**config.mk**
```make
export PLATFORM = sky130hd
export DESIGN_NAME = crc_append_mux
export DESIGN_NICKNAME = d
export VERILOG_FILES = /design/src/rtl/sie_tx_pkg.sv /design/src/rtl/crc_shift_reg.sv /design/src/rtl/crc_append_mux.sv
export SDC_FILE = /design/constraint.sdc
export NUM_CORES = 1
export LEC_CHECK = 0
export ABC_AREA = 1
export CORE_UTILIZATION = 40
export CTS_CLUSTER_DIAMETER = 100
export DETAILED_ROUTE_END_ITERATION = 8
export HOLD_SLACK_MARGIN = 0.12
export PLACE_DENSITY = 0.7
export SLEW_MARGIN = 10
export SYNTH_ARGS = -nofsm -noshare
export SYNTH_HDL_FRONTEND = slang
export SYNTH_SLANG_ARGS = --single-unit
```
**constraint.sdc**
```tcl
create_clock -name clk -period 1.9 [get_ports clk]
set_input_delay 0.38 -clock clk [delete_from_list [all_inputs] [get_ports clk]]
set_output_delay 0.38 -clock clk [all_outputs]
set_load 0.005 [all_outputs]
```
**src/rtl/sie_tx_pkg.sv**
```systemverilog
// Shared types and constants for the SIE transmit path.
// Used by the CRC append mux and its shift register.
package sie_tx_pkg;

  typedef enum logic [1:0] {
    IDLE    = 2'd0,
    PAYLOAD = 2'd1,
    CRC     = 2'd2
  } state_t;

  localparam logic [1:0] SEL_IDLE    = 2'd0;
  localparam logic [1:0] SEL_PAYLOAD = 2'd1;
  localparam logic [1:0] SEL_CRC5    = 2'd2;
  localparam logic [1:0] SEL_CRC16   = 2'd3;

  localparam int CRC5_W_DEF  = 5;
  localparam int CRC16_W_DEF = 16;

endpackage

```
**src/rtl/crc_shift_reg.sv**
```systemverilog
// Holds the captured CRC and walks a down-counter across it.
// The counter stops at zero, so it never wraps.
module crc_shift_reg
  import sie_tx_pkg::*;
#(
  parameter int W         = CRC16_W_DEF,
  parameter int MSB_FIRST = 1
) (
  input  logic                 clk,
  input  logic                 rst,
  input  logic                 stall,
  input  logic                 load,
  input  logic                 shift,
  input  logic [W-1:0]         load_val,
  input  logic [$clog2(W)-1:0] load_cnt,
  output logic                 bit_out,
  output logic                 last_bit
);

  localparam int CW = $clog2(W);

  logic [W-1:0]  sr_q;
  logic [CW-1:0] cnt_q;
  logic [CW-1:0] top_q;
  logic [CW-1:0] idx;

  always_ff @(posedge clk) begin
    if (rst) begin
      sr_q  <= '0;
      cnt_q <= '0;
      top_q <= '0;
    end else if (!stall) begin
      if (load) begin
        sr_q  <= load_val;
        cnt_q <= load_cnt;
        top_q <= load_cnt;
      end else if (shift && (cnt_q != '0)) begin
        cnt_q <= cnt_q - CW'(1);
      end
    end
  end

  // top_q remembers the field width so LSB-first order works for both CRCs
  assign idx      = (MSB_FIRST != 0) ? cnt_q : (top_q - cnt_q);
  assign bit_out  = sr_q[idx];
  assign last_bit = (cnt_q == '0);

endmodule

```
**src/rtl/crc_append_mux.sv**
```systemverilog
// Transmit payload/CRC mux: passes payload bits through, then appends the
// token CRC5 or data CRC16 bit by bit, freezing while the stuffer stalls.
//
// state   | meaning
// IDLE    | no packet; out_bit parks at IDLE_LEVEL
// PAYLOAD | echoing accepted payload beats
// CRC     | shifting out the captured CRC, payload not accepted
module crc_append_mux
  import sie_tx_pkg::*;
#(
  parameter int   CRC5_W     = CRC5_W_DEF,
  parameter int   CRC16_W    = CRC16_W_DEF,
  parameter int   MSB_FIRST  = 1,
  parameter logic IDLE_LEVEL = 1'b1
) (
  input  logic               clk,
  input  logic               rst,
  input  logic               stall_in,
  input  logic               data_bit,
  input  logic               data_valid,
  output logic               data_ready,
  input  logic               eop_token,
  input  logic               eop_data,
  input  logic [CRC5_W-1:0]  crc5_in,
  input  logic [CRC16_W-1:0] crc16_in,
  output logic               out_bit,
  output logic               out_valid,
  output logic [1:0]         out_sel,
  output logic               crc_done,
  output logic               err_pulse
);

  localparam int CW = $clog2(CRC16_W);

  state_t             state_q, state_d;
  logic               out_bit_d, out_valid_d, crc_done_d, err_d;
  logic [1:0]         out_sel_d, crc_sel_q, crc_sel_d;
  logic               load, shift, accept, crc_bit, last_bit;
  logic [CRC16_W-1:0] load_val;
  logic [CW-1:0]      load_cnt;

  assign data_ready = ~stall_in & (state_q != CRC);
  assign accept     = data_valid & data_ready;

  crc_shift_reg #(
    .W         (CRC16_W),
    .MSB_FIRST (MSB_FIRST)
  ) u_shift (
    .clk      (clk),
    .rst      (rst),
    .stall    (stall_in),
    .load     (load),
    .shift    (shift),
    .load_val (load_val),
    .load_cnt (load_cnt),
    .bit_out  (crc_bit),
    .last_bit (last_bit)
  );

  always_comb begin
    state_d     = state_q;
    out_bit_d   = out_bit;
    out_valid_d = 1'b0;
    out_sel_d   = out_sel;
    crc_sel_d   = crc_sel_q;
    crc_done_d  = 1'b0;
    err_d       = 1'b0;
    load        = 1'b0;
    shift       = 1'b0;
    load_val    = '0;
    load_cnt    = '0;
    if (!stall_in) begin
      err_d = (accept & eop_token & eop_data)
            | (data_valid & (state_q == CRC))
            | (~data_valid & (eop_token | eop_data));
      case (state_q)
        IDLE, PAYLOAD: begin
          if (state_q == IDLE) begin
            out_bit_d = IDLE_LEVEL;
            out_sel_d = SEL_IDLE;
          end
          if (accept) begin
            out_bit_d   = data_bit;
            out_valid_d = 1'b1;
            out_sel_d   = SEL_PAYLOAD;
            state_d     = PAYLOAD;
            // data EOP takes priority when both markers arrive together
            if (eop_data) begin
              load      = 1'b1;
              load_val  = crc16_in;
              load_cnt  = CW'(CRC16_W - 1);
              crc_sel_d = SEL_CRC16;
              state_d   = CRC;
            end else if (eop_token) begin
              load                  = 1'b1;
              load_val[CRC5_W-1:0]  = crc5_in;
              load_cnt              = CW'(CRC5_W - 1);
              crc_sel_d             = SEL_CRC5;
              state_d               = CRC;
            end
          end
        end
        CRC: begin
          shift       = 1'b1;
          out_bit_d   = crc_bit;
          out_valid_d = 1'b1;
          out_sel_d   = crc_sel_q;
          if (last_bit) begin
            crc_done_d = 1'b1;
            state_d    = IDLE;
          end
        end
        default: state_d = IDLE;
      endcase
    end
  end

  always_ff @(posedge clk) begin
    if (rst) begin
      state_q   <= IDLE;
      out_bit   <= IDLE_LEVEL;
      out_valid <= 1'b0;
      out_sel   <= SEL_IDLE;
      crc_sel_q <= SEL_IDLE;
      crc_done  <= 1'b0;
      err_pulse <= 1'b0;
    end else begin
      state_q   <= state_d;
      out_bit   <= out_bit_d;
      out_valid <= out_valid_d;
      out_sel   <= out_sel_d;
      crc_sel_q <= crc_sel_d;
      crc_done  <= crc_done_d;
      err_pulse <= err_d;
    end
  end

endmodule

```
# Word-level counts from Yosys, hierarchy flattened
# Index checks and enable logic that the tools add are counted.
[word_totals] ff_bits=30 word_cells=80
[op_classes] addsub=1 n_lt_le_gt_ge=1 n_eq_ne=6 muxes=36 bitwise_logic=12 n_reduce_logical=15
[ops] op="$mux 16" n=2
[ops] op="$mux 4" n=5
[ops] op="$mux 2" n=8
[ops] op="$mux 1" n=12
[ops] op="$mux 11" n=1
[ops] op="$mux 5" n=2
[ops] op="$pmux 2 s2" n=2
[ops] op="$and 1x1->1" n=6
[ops] op="$ne 2x2->1 const B" n=3
[ops] op="$reduce_and 3->1" n=2
[ops] op="$reduce_bool 2->1" n=3
[ops] op="$lt 4x5->1 const B" n=1
[ops] op="$bmux 1 s4" n=1
[ops] op="$logic_not 4->1" n=1
[ops] op="$pmux 1 s2" n=2
[ops] op="$reduce_and 2->1" n=2
[ops] op="$reduce_and 4->1" n=1
[ops] op="$reduce_bool 4->1" n=1
[ops] op="$reduce_or 2->1" n=2
[ops] op="$sub 4x1->4 const B" n=1
[ops] op="$mux 3" n=1
[ops] op="$ne 3x3->1 const B" n=1
[ops] op="$not 1->1" n=3
[ops] op="$or 1x1->1" n=3
[ops] op="other kinds (5)" n=5

# Logic depth before layout (Yosys ltp)
# Gate-level depths: netlist of run 1.
[logic_depth] ltp_word=8 depth_mapped=11

# Modules after synthesis
# Synthesis of run 1 repeated with hierarchy kept, for this count alone.
[hier_totals] cells_unflattened=245 hier_area_um2=1711.6
[by_module_without_submodules] mod="crc_shift_reg" instances=1 cells_per_inst=141 area_per_inst_um2=1032.2
[by_module_without_submodules] mod="crc_append_mux" instances=1 cells_per_inst=104 area_per_inst_um2=679.4

# Least setup slack after synthesis of run 1
# OpenSTA, ideal clock, no wires.
[synth_path] kind="flip-flop to flip-flop" from="register u_shift.cnt_q[0]" to="register u_shift.cnt_q[2]" t_arrival_ps=1380 slack_ps=388 stages_incl_launch_ff=11 path_buffers=2 synth_period_minus_slack_ps=1512 cell_sequence="dfxtp_1 > buf_2 > inv_1 > buf_2 > ha_1 > nand3_1 > nand3_1 > nand2_1 > nand2_1 > nand2_1 > a21oi_1"
[synth_between] elab_chain_len=4 elab_cells_between_ends=7 classes_between="add/sub: 1; mux: 2; reduce/logical: 4"
[synth_lines] item="start: declaration" line="crc_shift_reg.sv:23" text="logic [CW-1:0] cnt_q;"
[synth_lines] item="start signal: assignment" line="crc_shift_reg.sv:35" text="cnt_q <= load_cnt;"
[synth_lines] item="start signal: assignment" line="crc_shift_reg.sv:38" text="cnt_q <= cnt_q - CW'(1);"
[synth_lines] item="parallel branches: the longest is 4 deep, another holds $sub 4x1->4"
# Parallel ways; which one is timed is not known. The select of a mux whose other input is x is not followed.
# A chain may end at the register's enable or synchronous reset.

# Worst setup path after layout of run 1
[layout_path] from="register state_q[1]" to="output port data_ready"
[layout_between] elab_chain_len=2
[layout_lines] item="start: declaration" line="crc_append_mux.sv:35" text="state_t state_q, state_d;"
[layout_lines] item="start signal: assignment" line="crc_append_mux.sv:128" text="state_q <= state_d;"
[layout_lines] item="$ne 2x2->1" line="crc_append_mux.sv:42" text="assign data_ready = ~stall_in & (state_q != CRC);"
[layout_lines] item="$and 1x1->1" line="crc_append_mux.sv:42"
[layout_lines] item="end: declaration" line="crc_append_mux.sv:21" text="output logic data_ready,"
# No other way between the ends.

==> results_dict.tcl, run 1 <==
set metrics [dict create \
    status "complete, no violations" \
    drt-total-wl_mm 3.271 \
    dp_hpwl_mm 2.336 \
    max_cap_violations 0 \
    syn-num-nets 242 \
    rows 21 \
    yosysSeqAreaShare_pct 41.31 \
    synth_area_per_cell_um2 6.826 \
    endpoint_kind "output port" \
    fin_util_pct 58.10 \
    finalHoldViolCount 0 \
    grt_use_met3_pct 3.860 \
    synth-seq-cells 30 \
    drt_iter0_drc 51 \
    grt_overflow 0 \
    cp_max_fo 5 \
    p_leak_uw 0.0008184 \
    ys_types 22 \
    powerDensity_nw_per_um2 702.7 \
    drc 0 \
    grt_max_degree 19 \
    busiest_layer "met2" \
    globalRouteTotalUtil_pct 18.02 \
    drt_pass1_iterations 4 \
    port_buffers 34 \
    arrival_ns 1.44 \
    grt_pass1_vias 1352 \
    drive_above_1_share_pct 12.26 \
    fill_cells 338 \
    timing.hold.ws_ns 0.4518 \
    setup_viol 0 \
    stdcell_count 307 \
    dieWidth_um 62.29 \
    p_total_uw 1394 \
    final_common_cell "nand2_1" \
    fmax_mhz 549.7 \
    start_util_pct 42.56 \
    grt_util_met2_pct 30.91 \
    clockBufferDepth 2 \
    critical_path_required_ns 1.52 \
    via_per_inst 4.713 \
    place_area_um2 1893 \
    final_cell_mix "nand2_1 (73), clkdlybuf4s50_1 (33), a21oi_1 (32)" \
    cts_buffers 5 \
    cts_hold_buffers 0 \
    post_drt_wl_per_cell_um 10.65 \
    min_period_over_period_pct 95.74 \
    htreeDepth 2 \
    placed_cells 295 \
    worstMarginPinSlew_ns 0.3312 \
    n_antenna_cell 0 \
    num_io_pins 35 \
    r2r_setup_slack_ns 0.32 \
    use_met1_pct 20.77 \
    ant_nets 0 \
    worstSetupPathType "flip-flop to output port" \
    period_needed_ns 1.819 \
    core_area_um2 3416 \
    synth_cells 213 \
    hold_path.class "flip-flop to flip-flop" \
    yosys_warnings 0 \
    fin_area_um2 1984 \
    gp_congestion 0.8689 \
    clock_skew_ns 0.01757 \
    cts.clk_slew.worst_paths_ns 0.09 \
    clk_latency_ns 0.34 \
    grt_first_pass_wirelength_mm 5.499 \
    peakVddDrop_mv 0.3954 \
    cts_tree "done" \
    cts.sinks 30 \
    antenna_found_initial 0 \
    relSlewSlack_pct 77.92 \
    vias 1447 \
    area_delta_synth_final_pct 36.49 \
    rsz0062_at_grt "no" \
    nets 289 \
    die_area_um2 3880 \
    clockRootBuffer "clkbuf_4" \
    report.final.slew_viol_count 0 \
    start_kind "flip-flop" \
    netlist_area_um2 1454 \
    fp.dieH_um 62.29 \
]
==> cell usage after synthesis <==
master | n | area (um2)
buf_6 | 1 | 11.26
buf_2 | 4 | 20.02
nor2_2 | 2 | 12.51
nand3_1 | 16 | 80.08
nor2_4 | 2 | 22.52
a21oi_1 | 32 | 160.2
a31oi_1 | 2 | 12.51
o21ai_0 | 11 | 55.05
nand2_2 | 1 | 6.260
ha_1 | 1 | 12.51
nor2_1 | 7 | 26.28
clkbuf_1 | 2 | 7.510
a211oi_1 | 1 | 7.510
xor2_1 | 1 | 8.760
inv_1 | 20 | 75.07
nor4_1 | 1 | 6.260
nor2_8 | 1 | 20.02
nand4_1 | 1 | 6.260
nand2_1 | 73 | 274.0
inv_2 | 3 | 11.26
dfxtp_1 | 30 | 600.6
nand3_4 | 1 | 17.52
==> critical path, stage by stage, from the launching register on <==
cell and delay (ns):
dfxtp_2 0.35, inv_2 0.07, nor2_4 0.21, nor2_8 0.04, clkdlybuf4s50_1 0.44
==> stage by stage <==
step / TNS [ns] / setup WS (ns)
after floorplan: 0 / 0.3879
after global placement: 0 / 0.001756
after detailed placement: -0.004258 / -0.004258
after CTS: 0 / 0.008179
after global routing: 0 / 0.01679
final: 0 / 0.08096
==> sequential cells by signal (all words and copies together), names as in the netlist <==
name           cells
state_q            2
u_shift.cnt_q      4
crc_done           1
out_sel            2
err_pulse          1
u_shift.sr_q      16
out_bit            1
crc_sel_q          2
out_valid          1
==> cell families after synthesis <==
group	share of synthesized area, %
fa+ha+maj	0.8604
simple gates	32.45
flops	41.31
xor+xnor	0.6025
compound gates	16.18
buf+inv	8.606
==> per-layer routing <==
metal | vias to the layer above | wire (um)
met5 | - | 0
met4 | 0 | 70
met3 | 8 | 177
met2 | 44 | 1457
met1 | 614 | 1565
li1 | 781 | -
==> layout make-up <==
cell class	count	area (um2)	area share, %
multi-input cells	153	728.2	36.70
flip-flops and latches	30	603.1	30.39
repair buffers	47	449.2	22.64
inverters	23	86.33	4.351
well taps	46	57.56	2.900
clock buffers	7	55.05	2.774
clock inverters	1	5.005	0.2522
==> power breakdown <==
part	internal, uW	switching (uW)
Clock	179	222
Sequential	662	20.6
Combinational	153	158
==> what timing repair did <==
action | 4_1_cts | 5_1_grt
pin swaps | 0 | 1
setup endpoints to repair | 1 | 1
resized for setup | 1 | 2
setup buffers | 0 | 4
==> worst paths after layout <==
kind	start	endpoint	cells after the start
setup / recovery	state_q[1]$_SDFFE_PP0P_	data_ready	4
hold / removal	state_q[1]$_SDFFE_PP0P_	out_valid$_SDFF_PP0_	1
setup reg to reg	u_shift.cnt_q[1]$_SDFFE_PP0P_	u_shift.cnt_q[1]$_SDFFE_PP0P_	7
hold reg to reg	state_q[1]$_SDFFE_PP0P_	out_valid$_SDFF_PP0_	1
Note: power is estimated with default switching activity, not from simulation.
==> inputs of run 2 (changes only) <==
CORE_ASPECT_RATIO = 0.7   (was unset)
==> run 2 against run 1 <==
Net effect: routed wire length rose by 3.0%; utilization up 3.0 points; final cell count down 0.33%; via count increased by 1.7%; sequential power about the same; count of clock-buffer cells in the layout unchanged; first-iteration DRC count up 84%; die area about the same; sequential share of layout area shrank 0.58 points; setup slack better by 0.019 ns; final area grew 1.5%; register-to-register slack is essentially flat; critical endpoint unchanged; largest power group unchanged; highest routed layer unchanged.
==> results_dict.tcl, run 2 (synthesis results as in run 1) <==
set metrics [dict create \
    status "complete, no violations" \
    drt_pass1_iterations 4 \
    period_needed_ns 1.800 \
    cp_max_fo 7 \
    largest_register_ffs 16 \
    worstSetupPathType "flip-flop to output port" \
    nets 287 \
    switching_share_pct 25.26 \
    globalRouteTotalUtil_pct 20.46 \
    regArea_um2 600.6 \
    hold_path.class "flip-flop to flip-flop" \
    clockBufferDepth 2 \
    worstReg2RegStart "u_shift.cnt_q[1]$_SDFFE_PP0P_" \
    vias 1471 \
    start_util_pct 44.10 \
    drt-total-wl_mm 3.369 \
    ant_nets 0 \
    start_kind "flip-flop" \
    fp.dieH_um 52.44 \
    n_antenna_cell 0 \
    antenna_found_initial 0 \
    cts.clk_slew.worst_paths_ns 0.06 \
    rows 17 \
    multiInputGateArea_um2 728.2 \
    cts_hold_buffers 0 \
    p_leak_uw 0.0008245 \
    drc 0 \
    r2r-end "u_shift.cnt_q[2]$_SDFFE_PP0P_" \
    peakVddDrop_mv 0.4998 \
    grt_overflow 0 \
    clockRootBuffer "clkbuf_8" \
    pre_cts_slack_ns -0.01266 \
    fill_cells 303 \
    drt_iter0_drc 94 \
    cts_tree "done" \
    finalHoldViolCount 0 \
    gp_congestion 0.8618 \
    critical_path_required_ns 1.52 \
    cts.sinks 30 \
    internal-power_uw 1201 \
    p_comb_share_pct 19.1 \
    max_cap_violations 0 \
    p_switching_uw 405.9 \
    seqPwrFrac_pct 42.5 \
    min-delay-start "u_shift.sr_q[5]$_SDFFE_PP0P_" \
    port_buffers 34 \
    dp_hpwl_mm 2.496 \
    die_area_um2 3884 \
    area_delta_synth_final_pct 38.55 \
    r2r_setup_slack_ns 0.31 \
    clkPwrFrac_pct 38.4 \
    fin_util_pct 61.10 \
    htreeDepth 2 \
    clk_latency_ns 0.27 \
    dieWidth_um 74.06 \
    rsz0062_at_grt "no" \
    worstSetupEndpoint "data_ready" \
    cts_buffers 5 \
    report.final.slew_viol_count 0 \
    fmax_mhz 555.5 \
    drive_above_1_share_pct 10.42 \
    clock_skew_ns 0.004522 \
    grt_max_degree 19 \
    grt_pass1_vias 1372 \
    core_area_um2 3297 \
    relSlewSlack_pct 78.56 \
    final_common_cell "nand2_1" \
    grt_first_pass_wirelength_mm 6.085 \
    worstMarginPinSlew_ns 0.3215 \
    via_per_inst 4.807 \
    ff2ff_path_depth 8 \
    arrival_ns 1.42 \
    powerDensity_nw_per_um2 797.7 \
    crit_start "state_q[0]$_SDFFE_PP0P_" \
    final_cell_mix "nand2_1 (73), clkdlybuf4s50_1 (33), a21oi_1 (32)" \
    num_io_pins 35 \
    largestRegisters "u_shift.sr_q (16), u_shift.cnt_q (4)" \
    setup_viol 0 \
    post_drt_wl_per_cell_um 11.01 \
    layout_setup_ws_ns 0.09970 \
    regMostFlops "u_shift.sr_q" \
    endpoint_kind "output port" \
    min_period_over_period_pct 94.75 \
    cts_setup_buffers 0 \
]
run 2: area by class of cell:
type                    instances  share of cell area, %
multi-input cells             153                  36.15
flip-flops and latches         30                  29.81
repair buffers                 45                  21.55
inverters                      23                  4.286
clock buffers                   7                  3.789
well taps                      47                  2.919
clock inverters                 1                  1.491
run 2: per-stage QoR:
stage                     setup TNS, ns  cells  power, uW  hold slack, ns  cell area (um2)
after detailed placement       -0.01904    298       1002          0.4564             1909
after global placement                0    298      998.0          0.4539             1909
after floorplan                       0    213      867.2          0.4412             1454
after global routing                  0    306       1689          0.4964             2014
after CTS                             0    306       1617          0.4659             2014
final                                 0    306       1607          0.4644             2014
run 2: worst min path at each step:
stage / end / slack (ns) / cells after the start
after floorplan: crc_sel_q[1]$_SDFFE_PP0P_ / 0.44 / 2
after global placement: out_bit$_SDFFE_PP1P_ / 0.45 / 2
after detailed placement: u_shift.sr_q[5]$_SDFFE_PP0P_ / 0.46 / 2
after CTS: u_shift.sr_q[5]$_SDFFE_PP0P_ / 0.47 / 2
after global routing: out_sel[1]$_SDFFE_PP0P_ / 0.50 / 2
final: u_shift.sr_q[5]$_SDFFE_PP0P_ / 0.46 / 2
run 2: layer usage:
metal / vias up / part of all wire, % / track usage, %
met5: - / 0 / 0
met2: 41 / 39 / 29.09
met3: 5 / 6.7 / 5.192
met4: 0 / 0.89 / 5.769
li1: 776 / - / -
met1: 649 / 54 / 29.92
run 2: repair_timing:
action                                  in CTS  in global routing
gates resized for setup                      1                  0
endpoints found under the setup margin       1                  0
endpoints found under the hold margin        0                  0
run 2: worst max-delay path, cell delays in order, from the launching register on:
cell and delay [ns]:
dfxtp_1 0.45, nor2_4 0.12, nor2_8 0.09, clkdlybuf4s50_1 0.49
run 2: power by group through the flow:
stage                     logic, uW  clock network, uW  registers (uW)
after global placement          301                  0             697
final                           307                617             683
after global routing            345                657             687
after floorplan                 176                  0             692
after CTS                       307                628             683
after detailed placement        306                  0             697
